--- src/rtl/y86_pkg.sv ---
// Shared Y86-64 encoding constants, the decoded-instruction record and the
// instruction-length helpers used by both the encoder and the fetch stage.
package y86_pkg;

    localparam logic [3:0] I_HALT   = 4'h0;
    localparam logic [3:0] I_NOP    = 4'h1;
    localparam logic [3:0] I_RRMOVQ = 4'h2;
    localparam logic [3:0] I_IRMOVQ = 4'h3;
    localparam logic [3:0] I_RMMOVQ = 4'h4;
    localparam logic [3:0] I_MRMOVQ = 4'h5;
    localparam logic [3:0] I_OPQ    = 4'h6;
    localparam logic [3:0] I_JXX    = 4'h7;
    localparam logic [3:0] I_CALL   = 4'h8;
    localparam logic [3:0] I_RET    = 4'h9;
    localparam logic [3:0] I_PUSHQ  = 4'hA;
    localparam logic [3:0] I_POPQ   = 4'hB;

    localparam logic [3:0] R_RAX  = 4'h0;
    localparam logic [3:0] R_RCX  = 4'h1;
    localparam logic [3:0] R_RDX  = 4'h2;
    localparam logic [3:0] R_RBX  = 4'h3;
    localparam logic [3:0] R_RSP  = 4'h4;
    localparam logic [3:0] R_RBP  = 4'h5;
    localparam logic [3:0] R_RSI  = 4'h6;
    localparam logic [3:0] R_RDI  = 4'h7;
    localparam logic [3:0] R_R8   = 4'h8;
    localparam logic [3:0] R_R9   = 4'h9;
    localparam logic [3:0] R_R10  = 4'hA;
    localparam logic [3:0] R_R11  = 4'hB;
    localparam logic [3:0] R_R12  = 4'hC;
    localparam logic [3:0] R_R13  = 4'hD;
    localparam logic [3:0] R_R14  = 4'hE;
    localparam logic [3:0] R_NONE = 4'hF;

    localparam int MAX_LEN = 10;

    typedef struct packed {
        logic [3:0]  icode;
        logic [3:0]  ifun;
        logic [3:0]  ra;
        logic [3:0]  rb;
        logic [63:0] valc;
    } instr_t;

    // Encoded length in bytes; zero marks an illegal icode.
    function automatic logic [3:0] ilen(input logic [3:0] icode);
        case (icode)
            I_HALT, I_NOP, I_RET:                    return 4'd1;
            I_RRMOVQ, I_OPQ, I_PUSHQ, I_POPQ:        return 4'd2;
            I_JXX, I_CALL:                           return 4'd9;
            I_IRMOVQ, I_RMMOVQ, I_MRMOVQ:            return 4'd10;
            default:                                 return 4'd0;
        endcase
    endfunction

    function automatic logic has_regb(input logic [3:0] icode);
        case (icode)
            I_RRMOVQ, I_IRMOVQ, I_RMMOVQ, I_MRMOVQ,
            I_OPQ, I_PUSHQ, I_POPQ:                  return 1'b1;
            default:                                 return 1'b0;
        endcase
    endfunction

endpackage

--- src/rtl/y86_byte_sel.sv ---
// Picks encoded byte number idx of an instruction: opcode byte, optional
// register byte, then valC least-significant byte first.
module y86_byte_sel
    import y86_pkg::*;
(
    input  instr_t     fields,
    input  logic       reg_byte,
    input  logic [3:0] idx,
    output logic [7:0] byte_out
);

    logic [3:0] c_idx;

    always_comb begin
        // NOTE: every output gets a default first so no path leaves it unassigned (no latch).
        byte_out = 8'h00;
        c_idx    = 4'd0;
        if (idx == 4'd0) begin
            byte_out = {fields.icode, fields.ifun};
        end else if (reg_byte && idx == 4'd1) begin
            byte_out = {fields.ra, fields.rb};
        end else begin
            c_idx = reg_byte ? idx - 4'd2 : idx - 4'd1;
            if (c_idx < 4'd8)
                byte_out = fields.valc[{c_idx[2:0], 3'b000} +: 8];
        end
    end

endmodule

--- src/rtl/y86_instr_encoder.sv ---
// Serialising Y86-64 instruction encoder: one decoded instruction in, its
// byte stream out to instruction memory. Optional feature: Y86_ENC_HALT_LOCK_EN.
module y86_instr_encoder
    import y86_pkg::*;
#(
    parameter int ADDR_W = 64
) (
    input  logic              clk,
    input  logic              rst_n,
    input  logic              start,
    input  logic [ADDR_W-1:0] base_addr,
    input  logic              in_valid,
    output logic              in_ready,
    input  logic [3:0]        icode,
    input  logic [3:0]        ifun,
    input  logic [3:0]        rA,
    input  logic [3:0]        rB,
    input  logic [63:0]       valC,
    output logic              wr_en,
    output logic [ADDR_W-1:0] wr_addr,
    output logic [7:0]        wr_data,
    input  logic              wr_ready,
    output logic [ADDR_W-1:0] next_pc,
    output logic              busy,
    output logic              err
);

`ifdef Y86_ENC_HALT_LOCK_EN
    typedef enum logic [1:0] {S_IDLE, S_EMIT, S_LOCKED} state_t;
`else
    typedef enum logic [1:0] {S_IDLE, S_EMIT} state_t;
`endif

    state_t      state;
    instr_t      fields;
    logic        reg_byte;
    logic [3:0]  len;
    logic [3:0]  idx;

    instr_t      in_fields;
    logic [3:0]  in_len;
    logic        in_legal;
    logic        accept;
    logic        last;
    logic [ADDR_W-1:0] base_pc;

    instr_t      sel_fields;
    logic        sel_reg;
    logic [3:0]  sel_idx;
    logic [7:0]  sel_byte;

    assign in_fields = {icode, ifun, rA, rB, valC};
    assign in_len    = ilen(icode);
    assign in_legal  = (in_len != 4'd0);
    assign in_ready  = (state == S_IDLE);
    assign busy      = (state == S_EMIT);
    assign accept    = in_valid && in_ready;
    assign last      = (idx == len - 4'd1);
    // A start in the accept cycle takes effect before the instruction is placed.
    assign base_pc   = start ? base_addr : next_pc;

    // In IDLE the selector looks at the incoming fields to pre-load byte 0;
    // in EMIT it looks ahead one byte so wr_data is ready at the next edge.
    assign sel_fields = (state == S_IDLE) ? in_fields : fields;
    assign sel_reg    = (state == S_IDLE) ? has_regb(icode) : reg_byte;
    assign sel_idx    = (state == S_IDLE) ? 4'd0 : idx + 4'd1;

    y86_byte_sel u_byte_sel (
        .fields   (sel_fields),
        .reg_byte (sel_reg),
        .idx      (sel_idx),
        .byte_out (sel_byte)
    );

    // NOTE: sequential state uses non-blocking assignments so every register samples pre-edge values.
    always_ff @(posedge clk or negedge rst_n) begin
        if (!rst_n) begin
            state    <= S_IDLE;
            fields   <= '0;
            reg_byte <= 1'b0;
            len      <= 4'd0;
            idx      <= 4'd0;
            next_pc  <= '0;
            wr_en    <= 1'b0;
            wr_addr  <= '0;
            wr_data  <= 8'h00;
            err      <= 1'b0;
        end else begin
            err <= 1'b0;
            case (state)
                S_IDLE: begin
                    if (start)
                        next_pc <= base_addr;
                    if (accept) begin
                        if (in_legal) begin
                            fields   <= in_fields;
                            reg_byte <= has_regb(icode);
                            len      <= in_len;
                            idx      <= 4'd0;
                            wr_en    <= 1'b1;
                            wr_addr  <= base_pc;
                            wr_data  <= sel_byte;
                            state    <= S_EMIT;
                        end else begin
                            err <= 1'b1;
                        end
                    end
                end
                S_EMIT: begin
                    if (wr_ready) begin
                        if (last) begin
                            wr_en   <= 1'b0;
                            next_pc <= next_pc + ADDR_W'(len);
`ifdef Y86_ENC_HALT_LOCK_EN
                            state   <= (fields.icode == I_HALT) ? S_LOCKED : S_IDLE;
`else
                            state   <= S_IDLE;
`endif
                        end else begin
                            idx     <= sel_idx;
                            wr_addr <= next_pc + ADDR_W'(sel_idx);
                            wr_data <= sel_byte;
                        end
                    end
                end
`ifdef Y86_ENC_HALT_LOCK_EN
                S_LOCKED: begin
                    if (start) begin
                        next_pc <= base_addr;
                        state   <= S_IDLE;
                    end
                end
`endif
                default: state <= S_IDLE;
            endcase
        end
    end

endmodule
--- config.mk ---
export PLATFORM = sky130hd
export DESIGN_NAME = y86_instr_encoder
export DESIGN_NICKNAME = d
export VERILOG_FILES = /design/src/rtl/y86_pkg.sv /design/src/rtl/y86_byte_sel.sv /design/src/rtl/y86_instr_encoder.sv
export SDC_FILE = /design/constraint.sdc
export NUM_CORES = 1
export LEC_CHECK = 0
export ABC_AREA = 1
export BUFFER_PORTS_ARGS = -buffer_cell sky130_fd_sc_hd__buf_2
export CORE_ASPECT_RATIO = 1.5
export CORE_MARGIN = 5
export CORE_UTILIZATION = 40
export DETAILED_ROUTE_END_ITERATION = 10
export SLEW_MARGIN = 0
export SYNTH_ARGS = -nofsm -noshare
export SYNTH_HDL_FRONTEND = slang
export SYNTH_SLANG_ARGS = --single-unit
--- constraint.sdc ---
create_clock -name clk -period 3 [get_ports clk]
set_input_delay 0.3 -clock clk [delete_from_list [all_inputs] [get_ports clk]]
set_output_delay 0.3 -clock clk [all_outputs]
set_load 0.05 [all_outputs]
==> results.py <==
metrics = {
    "run_status": {
        "outcome": "finished, final reports clean",
    },
    "power": {
        "max-vdd-ir-drop_mv": 0.599,
        "leakage_nw": 8.89,
        "power_density_nw_per_um2": 1340,
    },
    "placement": {
        "dpl.hpwl_um": 49700,
        "pre_cts_ws_ns": 0.0253,
        "portBuffers": 288,
        "dp.cells": 2952,
        "gp_congestion": 1.01,
    },
    "final_layout": {
        "instances_no_fill": 3057,
        "seq_area_um2": 5660,
        "drive_gt1_share_pct": 18.9,
        "nNetsFinal": 2717,
        "multi_input_area_um2": 7950,
        "nFillCells": 3730,
        "synthToLayoutAreaGrowth_pct": 25.5,
    },
    "drt": {
        "dr.first_iter.drc_count": 1336,
        "vias": 16536,
        "drcViolationCount": 0,
        "routed_via_density": 5.41,
        "first_pass_iters": 5,
        "wl_um": 64600,
        "antenna_left": 0,
        "wire_per_inst_um": 21.1,
    },
    "sta": {
        "slew_headroom_pct": 51.6,
        "drv_slew": 0,
        "finalHoldViolCount": 0,
        "fmax_mhz": 352,
        "worst_pin_slew_ns": 0.727,
        "setup_violations": 0,
        "fin_crit_sh_pct": 94.6,
        "fin_skew_ns": 0.0193,
        "fin_crit_ns": 2.84,
        "setup_tns_ns": 0,
        "setup_ws_ns": 0.162,
    },
    "logic_synthesis": {
        "synth_cells": 2208,
        "ys_seq_elements": 226,
        "synthesis.nets": 2372,
        "ys.warnings.count": 0,
        "ys_types": 45,
        "syn_avg_cell_area_um2": 6.78,
        "synth_edf_count": 0,
        "yosysSeqAreaShare_pct": 37.8,
        "synthesis.area_um2": 15000,
        "synth-async-reset-ratio_pct": 100,
        "synth_ff_type": "dfrtp_1",
    },
    "die": {
        "fp.dieH_um": 247,
        "dieArea_um2": 41500,
        "ios": 289,
        "core_um2": 36900,
        "start_util_pct": 40.5,
        "row_count": 86,
        "die_w_um": 168,
    },
    "setup_path": {
        "crit_path_start_kind": "flip-flop",
        "path_max_fanout": 4,
        "r2r_cells": 15,
        "crit_chain": "ha_1, or2_2, nand3_2, inv_1, ha_1, nand3_1, nand2_1, inv_1, o21ai_2, buf_4, nand2_1, nor2_1, xor2_1, nand2_1, a21oi_1",
        "critical_path.max_stage_delay_ns": 0.38,
        "critPathKind": "reg2reg",
        "slowest_stage": "dfrtp_1",
        "cp-end-kind": "flip-flop",
        "cp.arrival_ns": 3.31,
        "path_common_cell": "nand2_1",
        "regToRegEndpoint": "wr_addr[53]",
        "critPathRequiredTime_ns": 3.47,
        "reg2reg_slack_ns": 0.16,
        "r2r-start": "idx[0]",
    },
    "cts": {
        "cts_tree": "done",
        "numCtsBuffers": 26,
        "clockBufferDepth": 3,
        "cts_sinks": 226,
        "h-tree-depth": 1,
        "clk_pin_slew_ns": 0.06,
        "clkLatencyLatePin_ns": 0.57,
        "ctsRootBufferMaster": "clkbuf_16",
    },
    "worst_hold_path": {
        "min_path_type": "in2reg",
        "min_to": "fields[16]",
        "min_path_cells": 3,
        "min_from": "valC[16]",
    },
    "global_routing": {
        "grt_pass1_vias": 16441,
        "grt_max_degree": 140,
        "grt.total_usage_pct": 30.4,
        "grt_pass1_wl_um": 97500,
        "grt_antenna_before_repair": 5,
        "gr-total-overflow": 0,
    },
    "run": {
        "drv_cap": 0,
    },
}
layout make-up:
class                           count  share of cell area (%)
Clock buffer                       34                    4.00
Timing Repair Buffer              433                    14.9
Multi-Input combinational cell   1639                    42.3
Sequential cell                   226                    30.1
Inverter                          227                    4.55
Antenna cell                        1                  0.0133
Clock inverter                     13                   0.800
Tap cell                          484                    3.23
worst max-delay path: cells and delay by family (launching register included):
kind            cells  cell delay, ns
flops               1            0.38
xor+xnor            1            0.17
compound gates      2            0.32
fa+ha+maj           2            0.55
buf+inv             3            0.28
simple gates        7            1.05
metrics by stage:
step | utilization [%] | hold slack (ns) | total power, W | instance area [µm²]
after CTS | 50.7 | 0.0102 | 0.0253 | 18700
final | 50.9 | 0.0322 | 0.0251 | 18800
after global placement | 46.8 | 0.309 | 0.0216 | 17300
after global routing | 50.9 | 0.0321 | 0.0270 | 18800
after floorplan | - | 0.00441 | 0.0168 | 15000
after detailed placement | 46.8 | 0.314 | 0.0217 | 17300
report_power, final:
group / total (W) / switching (W) / internal, W
logic: 0.0158 / 0.0114 / 0.00444
registers: 0.00592 / 0.00135 / 0.00458
clock network: 0.00342 / 0.00140 / 0.00202
sequential cells by signal, summed over array words and instances, names as in the netlist:
| register | cells |
|---|---|
| next_pc | 64 |
| err | 1 |
| idx | 4 |
| fields | 80 |
| wr_addr | 64 |
| len | 3 |
| wr_en | 1 |
| reg_byte | 1 |
| wr_data | 8 |
metal layers:
layer  vias to the layer above  global-route usage, %  routed length [µm]
met5                         -                      0                  46
met4                         6                   17.8                4660
met3                       181                   4.69                3670
met2                       592                   55.9               33100
met1                      7762                   32.7               23000
li1                       7995                      -                   -
how the worst max path moves through the flow:
stage	end	cells past startpoint	startpoint	slack, ns
after global routing	wr_addr[32]	15	idx[0]	-0.006
after global placement	wr_addr[46]	16	idx[0]	0.09
after floorplan	wr_addr[46]	17	wr_en	0.33
after detailed placement	wr_addr[46]	15	idx[0]	0.03
after CTS	wr_addr[61]	15	idx[0]	0.06
final	wr_addr[53]	15	idx[0]	0.16
Yosys cell counts (4+ instances only):
cell type  instances  area (µm²)
a22oi_1           22         165
nand2_1          449        1690
o21ai_0          250        1250
xor2_1            35         307
dfrtp_1          226        5660
nand3_1          159         796
nor3_2            10         100
a21oi_1          238        1190
buf_4             10        75.1
buf_1              5        18.8
nor2_2            12        75.1
clkbuf_1          48         180
o21ai_1            8        40.0
ha_1              13         163
buf_6              5        56.3
buf_2             48         240
inv_2              9        33.8
nand4_1           27         169
a31oi_1           38         238
nor2_1           305        1140
xnor2_1            4        35.0
inv_1            218         818
nor3_1            34         170
cells by family after synthesis:
family	count (synthesis)	share of synthesized area (%)
and+or+nand+nor	1011	28.6
AOI/OAI and AO/OA	574	20.4
buffers and inverters	343	9.51
DFF	226	37.8
xor gates and xnor gates	39	2.28
adders and majority gates	15	1.35
timing repair:
action / in CTS / in global routing
buffers inserted: 0 / 1
hold buffers: 56 / 0
pin swaps: 0 / 1
resized for setup: 1 / 16
setup endpoints to repair: 2 / 22
hold endpoints to repair: 120 / 0
layout by cell type (no fill, tap or decap), drive strengths merged:
master	n
inv	225
o22a	1
dfrtp	226
o21ai	261
o211ai	1
a41oi	3
nor2	318
bufinv	3
nand3	163
nand3b	1
buf	377
a32oi	3
clkinvlp	1
nand2	453
a32o	1
xnor2	4
clkinv	11
nor3b	1
a21oi	239
ha	13
xor2	35
clkbuf	34
a31oi	38
nand4	27
or2	1
and2	1
o22ai	3
o31ai	2
nor4	1
a22oi	22
nor3	45
dlygate4sd3	56
diode	1
fa	2
Note: power is estimated with default switching activity, not from simulation.
